===== config.mk =====
export PLATFORM = sky130hd
export DESIGN_NAME = nms_keypoint_packer
export DESIGN_NICKNAME = d
export VERILOG_FILES = /design/src/rtl/nms_keypoint_packer.sv
export SDC_FILE = /design/constraint.sdc
export NUM_CORES = 1
export LEC_CHECK = 0
export CAP_MARGIN = 10
export CORE_ASPECT_RATIO = 1.4
export CORE_MARGIN = 2
export CORE_UTILIZATION = 59
export CTS_CLUSTER_DIAMETER = 60
export DETAILED_ROUTE_END_ITERATION = 8
export HOLD_SLACK_MARGIN = 0.06
export PLACE_DENSITY = 0.86
export SETUP_SLACK_MARGIN = 0.4
export SYNTH_ARGS = -nofsm -noshare
export SYNTH_HDL_FRONTEND = slang
export SYNTH_SLANG_ARGS = --single-unit

===== constraint.sdc =====
create_clock -name clk -period 4.8 [get_ports clk]
set_input_delay 0.48 -clock clk [delete_from_list [all_inputs] [get_ports clk]]
set_output_delay 0.48 -clock clk [all_outputs]
set_load 0.02 [all_outputs]

===== src/rtl/nms_keypoint_packer.sv =====
// nms_keypoint_packer: turns the suppressed NMS score stream into
// (x, y, score) keypoint records queued behind a valid/ready port.
module nms_keypoint_packer #(
   parameter int FIFO_DEPTH = 16,
   parameter int COORD_W    = 11,
   parameter int SCORE_W    = 8
) (
   input  logic               clk,
   input  logic               rst,
   input  logic               in_V_SYNC,
   input  logic               in_data_en,
   input  logic [SCORE_W-1:0] in_score,
   input  logic               TVALID_in,
   input  logic [COORD_W-1:0] width,
   output logic               kp_valid,
   input  logic               kp_ready,
   output logic [COORD_W-1:0] kp_x,
   output logic [COORD_W-1:0] kp_y,
   output logic [SCORE_W-1:0] kp_score,
   output logic               frame_done,
   output logic [15:0]        frame_kp_count,
   output logic [15:0]        overflow_cnt
);

   localparam int AW = $clog2(FIFO_DEPTH);
   localparam int RW = 2 * COORD_W + SCORE_W;
   localparam logic [COORD_W-1:0] C_ONE = {{(COORD_W-1){1'b0}}, 1'b1};
   localparam logic [AW:0]        P_ONE = {{AW{1'b0}}, 1'b1};

   logic               vs_q;
   logic [COORD_W-1:0] x_q;
   logic [COORD_W-1:0] y_q;
   logic [COORD_W-1:0] cur_x;
   logic [COORD_W-1:0] cur_y;
   logic [15:0]        run_q;
   logic [15:0]        run_base;
   logic [15:0]        run_nxt;
   logic               rise;
   logic               fall;
   logic               accept;
   logic               det;

   logic               cap_push;
   logic [COORD_W-1:0] cap_x;
   logic [COORD_W-1:0] cap_y;
   logic [SCORE_W-1:0] cap_score;

   logic [RW-1:0]      mem [FIFO_DEPTH];
   logic [AW:0]        wr_ptr;
   logic [AW:0]        rd_ptr;
   logic               empty;
   logic               full;
   logic               pop;
   logic               push;
   logic               drop;
   logic [RW-1:0]      head;

   // Input-side qualification: edges, accepted pixel, coordinates, count
   always_comb begin
      rise     = TVALID_in & in_V_SYNC & ~vs_q;
      fall     = TVALID_in & ~in_V_SYNC & vs_q;
      accept   = TVALID_in & in_data_en;
      det      = accept & (in_score != '0);
      cur_x    = rise ? '0 : x_q;
      cur_y    = rise ? '0 : y_q;
      run_base = rise ? 16'd0 : run_q;
      run_nxt  = run_base;
      if (det && (run_base != 16'hFFFF))
         run_nxt = run_base + 16'd1;
   end

   // Sync history, raster position and running keypoint count
   always_ff @(posedge clk or posedge rst) begin
      if (rst) begin
         vs_q  <= 1'b0;
         x_q   <= '0;
         y_q   <= '0;
         run_q <= 16'd0;
      end else if (TVALID_in) begin
         vs_q  <= in_V_SYNC;
         run_q <= run_nxt;
         if (accept) begin
            if (cur_x == width - C_ONE) begin
               x_q <= '0;
               y_q <= cur_y + C_ONE;
            end else begin
               x_q <= cur_x + C_ONE;
               y_q <= cur_y;
            end
         end else if (rise) begin
            x_q <= '0;
            y_q <= '0;
         end
      end
   end

   // Capture stage; the push flag lives for exactly one write attempt
   always_ff @(posedge clk or posedge rst) begin
      if (rst) begin
         cap_push  <= 1'b0;
         cap_x     <= '0;
         cap_y     <= '0;
         cap_score <= '0;
      end else if (TVALID_in) begin
         cap_push <= det;
         if (det) begin
            cap_x     <= cur_x;
            cap_y     <= cur_y;
            cap_score <= in_score;
         end
      end else begin
         cap_push <= 1'b0;
      end
   end

   // Frame-end pulse and latched per-frame count
   always_ff @(posedge clk or posedge rst) begin
      if (rst) begin
         frame_done     <= 1'b0;
         frame_kp_count <= 16'd0;
      end else begin
         frame_done <= fall;
         if (fall)
            frame_kp_count <= run_nxt;
      end
   end

   // FIFO status and write/drop decision
   always_comb begin
      empty = (wr_ptr == rd_ptr);
      full  = (wr_ptr[AW] != rd_ptr[AW]) &&
              (wr_ptr[AW-1:0] == rd_ptr[AW-1:0]);
      pop   = ~empty & kp_ready;
      push  = cap_push & (~full | pop);
      drop  = cap_push & ~push;
   end

   // FIFO pointers
   always_ff @(posedge clk or posedge rst) begin
      if (rst) begin
         wr_ptr <= '0;
         rd_ptr <= '0;
      end else begin
         if (push)
            wr_ptr <= wr_ptr + P_ONE;
         if (pop)
            rd_ptr <= rd_ptr + P_ONE;
      end
   end

   // FIFO storage; contents are only visible through valid entries
   always_ff @(posedge clk) begin
      if (push)
         mem[wr_ptr[AW-1:0]] <= {cap_x, cap_y, cap_score};
   end

   // Saturating dropped-keypoint counter
   always_ff @(posedge clk or posedge rst) begin
      if (rst)
         overflow_cnt <= 16'd0;
      else if (drop && (overflow_cnt != 16'hFFFF))
         overflow_cnt <= overflow_cnt + 16'd1;
   end

   // Show-ahead head; fields forced to zero while empty
   always_comb begin
      head     = mem[rd_ptr[AW-1:0]];
      kp_valid = ~empty;
      kp_x     = '0;
      kp_y     = '0;
      kp_score = '0;
      if (kp_valid) begin
         kp_x     = head[RW-1 -: COORD_W];
         kp_y     = head[SCORE_W +: COORD_W];
         kp_score = head[SCORE_W-1:0];
      end
   end

endmodule

==> impl_metrics.json <==
{
  "place_ws_ns": 1.03,
  "synthMuxAreaShare": 0.155,
  "drc": 0,
  "slew_violations": 0,
  "startpoint_type": "register",
  "finalSetupViolations": 0,
  "placed_area_um2": 25700,
  "diodes": 0,
  "worstReg2RegEnd": "mem[2][3]",
  "synth_flop_cell": "edfxtp_1",
  "synth_cells": 1293,
  "clkTransAtPathRegs_ns": 0.07,
  "syn_to_final_growth_pct": 16.0,
  "row_count": 87,
  "synth_area_leaders": "edfxtp_1 (60%), mux4_2 (14%), dfrtp_1 (12%)",
  "initial_core_util": 0.595,
  "timing.max_cap.violations": 0,
  "cts-hold-fix-buffers": 0,
  "fmax_mhz": 235,
  "grt_pass1_vias": 13600,
  "drt_iter0_markers": 1541,
  "hold_path.class": "input pin to async pin",
  "crit_path_start": "rd_ptr[0]",
  "ir_drop_v": 0.000356,
  "synthXorXnorAreaFrac": 0.0213,
  "drt_first_pass_iters": 7,
  "ys_types": 58,
  "cts_num_sinks": 593,
  "fin_cells": 1991,
  "post_cts_resized": 0,
  "power.density_nw_per_um2": 546,
  "cts_setup_buffers": 0,
  "die-width_um": 174,
  "clk_root_buffer_cell": "clkbuf_16",
  "layout-drive-gt1-share": 0.233,
  "synthSimpleGateAreaFrac": 0.0655,
  "critPathKind": "register to primary output",
  "fp.dieH_um": 242,
  "synth_nets": 1328,
  "ios": 89,
  "cp_max_fo": 31,
  "timing.setup.tns_ns": 0,
  "synth_top_family_by_area": "multiplexers",
  "cts_max_level": 2,
  "cts_made_buffers": 53,
  "outcome": "complete, no violations",
  "ant_nets": 0,
  "synth-edff-count": 480,
  "maxSlewHeadroom": 0.474,
  "post-route-util": 0.690,
  "cp.arrival_ns": 3.77,
  "overflow": 0,
  "syn_area_per_cell_um2": 18.4,
  "period_minus_slack_ns": 4.25,
  "hold_slack_ns": 0.312,
  "rrSetupSlack_ns": 1.25,
  "ys_ff_latch": 593,
  "wl_per_cell_um": 27.9,
  "core_um2": 40100,
  "worst-r2r-cell-count": 7,
  "endpoint": "kp_x[3]",
  "tritoncts": "built",
  "grt_pass1_wl_um": 84600,
  "yosysTopAreaCellShare": 0.604,
  "synth_compound_area_frac": 0.0169,
  "synthTopCellsByCount": "edfxtp_1 (480), mux4_2 (150), dfrtp_1 (113)",
  "finClkSkew_ns": 0.0130,
  "power.leakage_nw": 9.42,
  "grtUsageTotal": 0.272,
  "tightest_slew_ns": 0.779,
  "rsz0062_at_grt": "false",
  "cts_buffer_depth": 3,
  "yosysMostFrequentCell": "edfxtp_1",
  "yosysSeqAreaShare": 0.723,
  "period_share": 0.885,
  "synth_fa_ha_area_frac": 0.00525,
  "routed_wl_um": 55600,
  "grt_max_degree": 55,
  "vias": 12800,
  "routabilityCongestion": 0.873,
  "power_mw": 15.1,
  "worstSetupEndpointType": "primary output",
  "port_buffers": 88,
  "dp_cells": 1892,
  "hold_violations": 0,
  "antenna_found_initial": 0,
  "required_ns": 4.32,
  "crit-reg2reg-launch": "rd_ptr[1]",
  "ys_warn_count": 0,
  "dieArea_um2": 42100,
  "synth_top_area_cell": "edfxtp_1",
  "avgViaCountPerCell": 6.45,
  "setup_ws_ns": 0.551,
  "fin_nets": 1448,
  "hpwl_um": 30700,
  "clk_latency_ns": 0.59,
  "async_flop_share": 0.191,
  "netlist_area_um2": 23900,
  "fin_area_um2": 27700
}
## worst max-delay path, cell delays in order, from the launching register on
cell,delay (ns)
dfrtp_4,0.83
buf_4,0.48
mux4_2,0.57
mux4_2,0.52
nor2b_1,0.17
clkdlybuf4s50_1,0.56
## placed cells by master (no fill, tap or decap), types with 5 or more instances in the layout
master,instances
o21ai_0,31
inv_1,18
nor3_2,5
dfrtp_1,109
buf_12,8
and3_1,12
edfxtp_1,480
clkbuf_16,57
bufinv_16,10
mux2_2,21
ha_1,10
clkdlybuf4s50_1,88
and2_1,8
clkbuf_1,5
nor3_1,16
nor2b_1,31
mux4_2,150
nand3_1,28
nor2_1,35
nand2b_1,14
xnor2_1,43
buf_4,32
nand4_1,9
clkbuf_8,5
clkinv_2,11
nor2_4,12
nand2_1,107
mux2i_1,7
xor2_1,15
a21oi_1,5
## kinds of logic after synthesis
group	Yosys count
flops	593
simple gates	309
mux	179
buf+inv	82
compound gates	62
xor+xnor	58
fa+ha+maj	10
## worst min-delay path by stage
stage	from	end	slack, ns	depth (start not counted)
finish	rst	overflow_cnt[5]	0.31	2
global route	rst	overflow_cnt[5]	0.37	2
CTS	rst	overflow_cnt[5]	0.31	2
detailed placement	frame_kp_count[0]	frame_kp_count[0]	0.46	2
global placement	frame_kp_count[1]	frame_kp_count[1]	0.46	2
floorplan	wr_ptr[4]	wr_ptr[4]	0.46	1
## sequential cells by signal, summed over array words and instances, names as in the netlist, 8 cells and up
| name | cells |
|---|---|
| cap_score | 8 |
| cap_x | 11 |
| cap_y | 11 |
| frame_kp_count | 16 |
| mem | 480 |
| overflow_cnt | 16 |
| run_q | 16 |
| x_q | 11 |
| y_q | 11 |
## cell type report
class | instances | area (µm²)
clock buffer | 67 | 1510
inverter | 19 | 73.8
sequential | 593 | 17300
fill | 2444 | 12400
timing repair buffer | 128 | 1280
tap | 534 | 668
clock inverter | 32 | 458
multi-input combinational | 618 | 6410
## power by group
part / internal [mW] / switching (mW)
Combinational: 2.06 / 1.95
Clock: 2.80 / 1.92
Sequential: 5.94 / 0.439
Total: 10.8 / 4.31
## routing by layer
| layer | up-vias | GRT usage | part of all wire |
|---|---|---|---|
| met4 | 0 | 0.106 | 0.039 |
| met5 | - | 0 | 0 |
| met1 | 6681 | 0.338 | 0.35 |
| met2 | 685 | 0.484 | 0.53 |
| met3 | 151 | 0.0428 | 0.073 |
| li1 | 5327 | - | - |
No activity file was read; power rests on OpenSTA's default activity.
